===== src/rtl/commit_arbiter.sv =====
// commit_arbiter: round-robin grant of one reservation-station commit per cycle
// onto the shared commit bus, with a one-cycle mask on the last winner.
`ifndef COMMIT_PACKET_SIZE
`define COMMIT_PACKET_SIZE 32
`endif
module commit_arbiter #(
  parameter int NUM_RS   = 4,
  parameter int PACKET_W = `COMMIT_PACKET_SIZE,
  parameter int CNT_W    = 16
) (
  input  logic                       Clock,
  input  logic                       Reset,
  input  logic [NUM_RS-1:0]          iRequest,
  input  logic [NUM_RS*PACKET_W-1:0] iPacket,
  input  logic                       iStall,
  output logic [NUM_RS-1:0]          oGrant,
  output logic [PACKET_W:0]          oCommitBus,
  output logic [3:0]                 oCommitSrc,
  output logic [CNT_W-1:0]           oCommitCount
);
  logic [3:0]          r_pointer;
  logic [NUM_RS-1:0]   r_last_grant;
  logic [NUM_RS-1:0]   w_elig;
  logic [NUM_RS-1:0]   w_onehot;
  logic                w_hi;
  logic                w_lo;
  logic                w_go;
  logic [3:0]          w_hi_idx;
  logic [3:0]          w_lo_idx;
  logic [3:0]          w_win;
  logic [PACKET_W-1:0] w_pkt;
  // Descending scan leaves the lowest eligible index overall (w_lo) and the
  // lowest at/after the pointer (w_hi); the latter wins, else wrap to w_lo.
  always_comb begin
    w_elig   = iRequest & ~r_last_grant;
    w_hi     = 1'b0;
    w_lo     = 1'b0;
    w_hi_idx = 4'd0;
    w_lo_idx = 4'd0;
    for (int i = NUM_RS - 1; i >= 0; i--) begin
      if (w_elig[i]) begin
        w_lo     = 1'b1;
        w_lo_idx = 4'(i);
        if (i >= int'(r_pointer)) begin
          w_hi     = 1'b1;
          w_hi_idx = 4'(i);
        end
      end
    end
    w_win    = w_hi ? w_hi_idx : w_lo_idx;
    w_go     = w_lo && !iStall;
    w_onehot = NUM_RS'(1) << w_win;
    w_pkt    = '0;
    for (int i = 0; i < NUM_RS; i++)
      if (w_win == 4'(i)) w_pkt = iPacket[i*PACKET_W +: PACKET_W];
  end
  always_ff @(posedge Clock or negedge Reset) begin
    if (!Reset) begin
      oGrant       <= '0;
      oCommitBus   <= '0;
      oCommitSrc   <= '0;
      oCommitCount <= '0;
      r_pointer    <= '0;
      r_last_grant <= '0;
    end else begin
      oGrant               <= w_go ? w_onehot : '0;
      r_last_grant         <= w_go ? w_onehot : '0;
      oCommitBus[PACKET_W] <= w_go;
      if (w_go) begin
        oCommitBus[PACKET_W-1:0] <= w_pkt;
        oCommitSrc               <= w_win;
        r_pointer                <= (w_win == 4'(NUM_RS - 1)) ? 4'd0 : w_win + 4'd1;
        oCommitCount             <= oCommitCount + CNT_W'(1);
      end
    end
  end
endmodule


===== config.mk =====
export PLATFORM = sky130hd
export DESIGN_NAME = commit_arbiter
export DESIGN_NICKNAME = d
export VERILOG_FILES = /design/src/rtl/commit_arbiter.sv
export SDC_FILE = /design/constraint.sdc
export NUM_CORES = 1
export LEC_CHECK = 0
export ABC_AREA = 1
export CAP_MARGIN = 20
export CORE_ASPECT_RATIO = 0.9
export CORE_MARGIN = 2
export CORE_UTILIZATION = 41
export CTS_BUF_LIST = sky130_fd_sc_hd__clkbuf_16
export DETAILED_ROUTE_END_ITERATION = 10
export GPL_ROUTABILITY_DRIVEN = 1
export PLACE_DENSITY = 0.82
export SYNTH_ARGS = -nofsm -noshare
export SYNTH_HDL_FRONTEND = slang
export SYNTH_SLANG_ARGS = --single-unit

===== constraint.sdc =====
create_clock -name Clock -period 2.2 [get_ports Clock]
set_input_delay 0.66 -clock Clock [delete_from_list [all_inputs] [get_ports Clock]]
set_output_delay 0.66 -clock Clock [all_outputs]
set_load 0.01 [all_outputs]

; Yosys cells after proc, flatten, opt, wreduce, memory -nomap -nowiden
; Index checks and enable logic that the tools add are counted.
; Widths: inputs -> output; s select.
[op_classes]
n_addsub = 2
reduce_logical = 3
bitwise = 2
n_shift = 1
eq_ne = 3
n_mux = 31
n_lt_le_gt_ge = 4
[ops]
columns = cell, count
row1 = $mux 32, 4
row2 = $mux 4, 12
row3 = $add 16x1->16 const B, 1
row4 = $mux 1, 12
row5 = $eq 4x2->1 const B, 2
row6 = $ge 1x4->1 const A, 2
row7 = $ge 2x4->1 const A, 2
row8 = $mux 2, 3
row9 = $add 4x1->4 const B, 1
row10 = $and 4x4->4, 1
row11 = $eq 4x1->1 const B, 1
row12 = $logic_not 4->1, 1
row13 = $not 4->4, 1
row14 = $shl 1x4->4 const A, 1
row15 = $logic_and 1x1->1, 1
row16 = $logic_not 1->1, 1
[totals]
reg_bits = 61
elab_cells = 52
out_inout_bits = 57
in_bits = 135

; Longest topological paths before layout
[depth]
word_depth = 15
depth_mapped = 19
ltp_nobuf = 18

; Worst setup path before layout
; OpenSTA, ideal clock, no wires.
[synth_timing]
path_kind = input to register
start = input iRequest[0]
end = register oCommitBus[2]
stages = 15
n_path_buf = 2
t_arrival_ns = 2.127
setup_slack_ns = -0.043
required_time_ns = 2.084
setup_time_ns = 0.116
cell_sequence = nand2_1 inv_1 nand2_1 nand2_1 a21oi_1 inv_1 ha_1 buf_4 buf_2 a21oi_1 nand2_1 nand3_1 nand2_1 nand2_1 nand2_1
[synth_between]
elab_chain_len = 8
[synth_lines]
columns = item, line_no
row1 = "start, declared", 13  ; input logic [NUM_RS-1:0] iRequest,
row2 = $and 4x4->4 *, 35  ; w_elig = iRequest & ~r_last_grant;
row3 = $mux 4 / $mux 1 (equally long branches), 41  ; if (w_elig[i]) begin
row4 = $mux 4 *, 50  ; w_win = w_hi ? w_hi_idx : w_lo_idx;
row5 = named net w_win[1], 30  ; logic [3:0] w_win;
row6 = $logic_not 4->1, 55  ; if (w_win == 4'(i)) w_pkt = iPacket[i*PACKET_W +: PACKET_W];
row7 = $mux 32 (3 in a row), 55
row8 = $mux 32 *, 55
row9 = "end signal, assigned by index", 68  ; oCommitBus[PACKET_W] <= w_go;
row10 = "end signal, assigned by index", 70  ; oCommitBus[PACKET_W-1:0] <= w_pkt;
row11 = "end, declared", 17  ; output logic [PACKET_W:0] oCommitBus,
; The timed path passes the listed nets; every way through them passes the cells marked *.
; A chain may end at the register's enable or synchronous reset.

; Worst setup path after layout
[layout_timing]
start = register r_last_grant[3]
end = register oCommitBus[28]
[layout_between]
elab_chain_len = 15
[layout_lines]
columns = item, line_no
row1 = "start, declared", 22  ; logic [NUM_RS-1:0] r_last_grant;
row2 = "start signal, assigned", 67  ; r_last_grant <= w_go ? w_onehot : '0;
row3 = $not 4->4 *, 35
row4 = $and 4x4->4 *, 35
row5 = $mux 2 / $mux 1 (equally long branches), 41
row6 = $mux 4 / $mux 1 (equally long branches), 44  ; if (i >= int'(r_pointer)) begin
row7 = $mux 4 / $mux 1 (equally long branches), 41
row8 = $mux 4 / $mux 1 (equally long branches), 44
row9 = $mux 4 / $mux 1 (equally long branches), 41
row10 = $mux 4 / $mux 1 (equally long branches), 44
row11 = $mux 4 / $mux 1 (equally long branches), 41
row12 = $mux 4 *, 50
row13 = named net w_win[1], 30
row14 = $logic_not 4->1, 55
row15 = $mux 32 (3 in a row), 55
row16 = $mux 32 *, 55
; Marks and branches as above.

==> impl_metrics.csv <==
group,metric,value,unit
floorplanning,pin_count,192,
clock_tree,cts_inserted_buffers,9,
cells_and_area,drive_gt1_share,13.9,%
setup_path,crit_path_start_kind,"register",
clock_tree,h-tree-depth,3,
logic_synthesis,ys_seq_elements,57,
route,drtPass1Iterations,5,
placed_design,dp.cells,884,
cells_and_area,design_area,0.00652,mm^2
setup_path,crit_type,"reg -> reg",
logic_synthesis,synth-edff-count,0,
power,p_int,4.74,mW
setup_path,worstSetupEndpoint,"oCommitBus[28]",
logic_synthesis,synth_area,0.00389,mm^2
cells_and_area,layout_common_cells,"nand2_1 (274), clkdlybuf4s50_1 (184), dfrtp_1 (57)",
clock_tree,cts-hold-fix-buffers,0,
logic_synthesis,synth_ff_type,"dfrtp_1",
cells_and_area,layout_commonest_cell,"nand2_1",
clock_tree,cts_buffer_depth,2,
clock_tree,cts-root-buf,"clkbuf_16",
setup_path,reg2reg_depth,14,
power,p_leak,3.05,nW
sta,hold_viol,0,
global_route,grt_overflow,0,
run_status,outcome,"finished, final reports clean",
placed_design,dpl_cell_area,0.00592,mm^2
route,drtIter0Drc,261,
clock_tree,clk_latency,0.32,ns
sta,skew,0.00510,ns
cells_and_area,final_nets,924,
run,drv_cap,0,
route,wl_per_cell,15.0,um
route,drc,0,
global_route,grt_pass1_vias,4451,
sta,fin_ws,0.0140,ns
logic_synthesis,ys_async_sr_fraction,100,%
setup_path,crit_fanout,14,
sta,period_share,99.4,%
floorplanning,die_h,96.4,um
placed_design,place_ws,-0.791,ns
clock_tree,clkSlewWorstSetupHoldPaths,0.05,ns
power,p_sw_share,42.0,%
sta,period_needed,2.19,ns
setup_path,end_kind,"register",
global_route,track_usage,26.2,%
route,final_antenna_net_count,0,
floorplanning,die_w,107,um
global_route,grt_pass1_wl,21200,um
setup_path,r2r_slack,0.01,ns
logic_synthesis,syn_inst,584,
power,power_frac_seq,21.6,%
clock_tree,cts_tree,"built",
setup_path,rr_endpoint,"oCommitBus[28]",
logic_synthesis,yosysSeqAreaShare,36.7,%
floorplanning,dieArea,0.0103,mm^2
cells_and_area,layoutNonFillerInstCount,911,
floorplanning,initial_core_util,42.4,%
route,vias_per_cell,5.09,
floorplanning,coreArea,0.00917,mm^2
logic_synthesis,synth_cell_types,30,
hold_path,hold_class,"in -> async",
setup_path,crit_start,"r_last_grant[3]",
power,clock_power_share,17.4,%
global_route,grt_max_degree,58,
cells_and_area,area_growth,67.7,%
power,p_comb_share,61.0,%
cells_and_area,n_antenna_cell,0,
power,vdd_ir_drop_max,767,uV
placed_design,place.gp.congestion,0.856,
setup_path,critical_path_required,2.41,ns
clock_tree,cts_sinks,57,
setup_path,worstPathArrival,2.40,ns
logic_synthesis,ys_warn_count,0,
logic_synthesis,avgSynthCellArea,6.66,um^2
global_route,antenna_found_initial,0,
power,p_per_area,1250,mW/mm^2
sta,fmax,457,MHz
floorplanning,num_rows,33,
sta,setup_viol,0,
cells_and_area,fillers,737,
route,routed_wl,13700,um
power,switching_power,3.44,mW
placed_design,io_buffer_count,189,
placed_design,dpl.hpwl,9330,um
route,via_count,4638,
sta,maxSlewViolCount,0,
setup_path,r2r-start,"r_last_grant[3]",
==> worst min-delay path by stage <==
stage / endpoint / slack (ns) / cells past startpoint
floorplan: oCommitBus[0] / 0.36 / 0
global placement: oCommitBus[23] / 0.46 / 2
detailed placement: oCommitBus[29] / 0.47 / 2
CTS: oCommitBus[27] / 0.36 / 2
global route: oCommitBus[29] / 0.36 / 2
finish: oCommitBus[27] / 0.34 / 2
==> cell usage after synthesis (6+ instances only) <==
master	count	share of area [%]
dfrtp_1	57	37
o21ai_1	6	0.77
nand2_1	286	28
o21ai_0	8	1.0
nand4_1	7	1.1
a21oi_1	33	4.2
or2_0	19	3.1
nand2_2	14	2.3
inv_1	24	2.3
buf_2	13	1.7
nand3_1	41	5.3
or2_1	10	1.6
nor2_1	19	1.8
buf_4	10	1.9
==> through the flow <==
step                      TNS [ns]  hold slack, ns  power [mW]  util, %
after floorplan                  0           0.364        4.27        -
after global placement      -19.91           0.464        5.86     64.6
after detailed placement    -25.49           0.469        5.99     64.6
after CTS                        0           0.357        7.95     70.2
after global routing        -0.611           0.358        8.80     71.1
final                            0           0.344        8.18     71.1
==> critical path: stages (launching register included) <==
cell,delay (ns)
dfrtp_1,0.38
inv_1,0.07
nand2_2,0.08
nand2_2,0.10
nand3_2,0.12
a21oi_4,0.23
inv_2,0.09
ha_4,0.22
buf_4,0.20
a21oi_1,0.24
nand2_1,0.11
nand3_1,0.08
nand2_1,0.06
nand2_1,0.05
nand2_1,0.04
==> power groups by stage <==
stage                     Clock [mW]  Combinational (mW)  Sequential, mW
after floorplan                    0                2.40            1.87
after global placement             0                4.11            1.75
after detailed placement           0                4.22            1.77
after CTS                       1.44                4.75            1.76
after global routing            1.49                5.50            1.82
final                           1.42                4.99            1.77
==> state kept, by name, summed over array words and instances (netlist names) <==
name          count
oCommitSrc        2
oCommitBus       33
r_pointer         2
r_last_grant      4
oCommitCount     16
==> cell families (layout without fill, tap and decap cells) <==
kind of cell	Yosys count	in the layout	synth area share (%)
simple gates	405	407	45.0
buf+inv	61	263	8.56
xor+xnor	6	6	1.35
compound gates	49	49	6.73
flops	57	57	36.7
fa+ha+maj	5	5	1.61
other cells	1	2	0.0965
==> final cells by class <==
type	instances	area, um^2	area share (%)
inverter	26	111	1.71
timing repair buffer	221	2210	33.9
sequential	57	1430	21.9
tap	122	153	2.34
clock buffer	9	225	3.45
clock inverter	7	80.1	1.23
multi-input combinational	469	2320	35.5
==> repair_timing <==
item	CTS	global route
pin swaps	15	16
gates cloned	3	0
buffers inserted	7	1
gates resized for setup	38	33
setup endpoints to repair	35	34
==> metal layers <==
metal,GRT usage (%),vias to the layer above,routed length (um)
met4,9.42,0,386
li1,-,2217,-
met1,29.7,2136,5160
met5,0,-,0
met2,48.0,247,7020
met3,6.98,38,1140
Note: power is estimated with default switching activity, not from simulation.
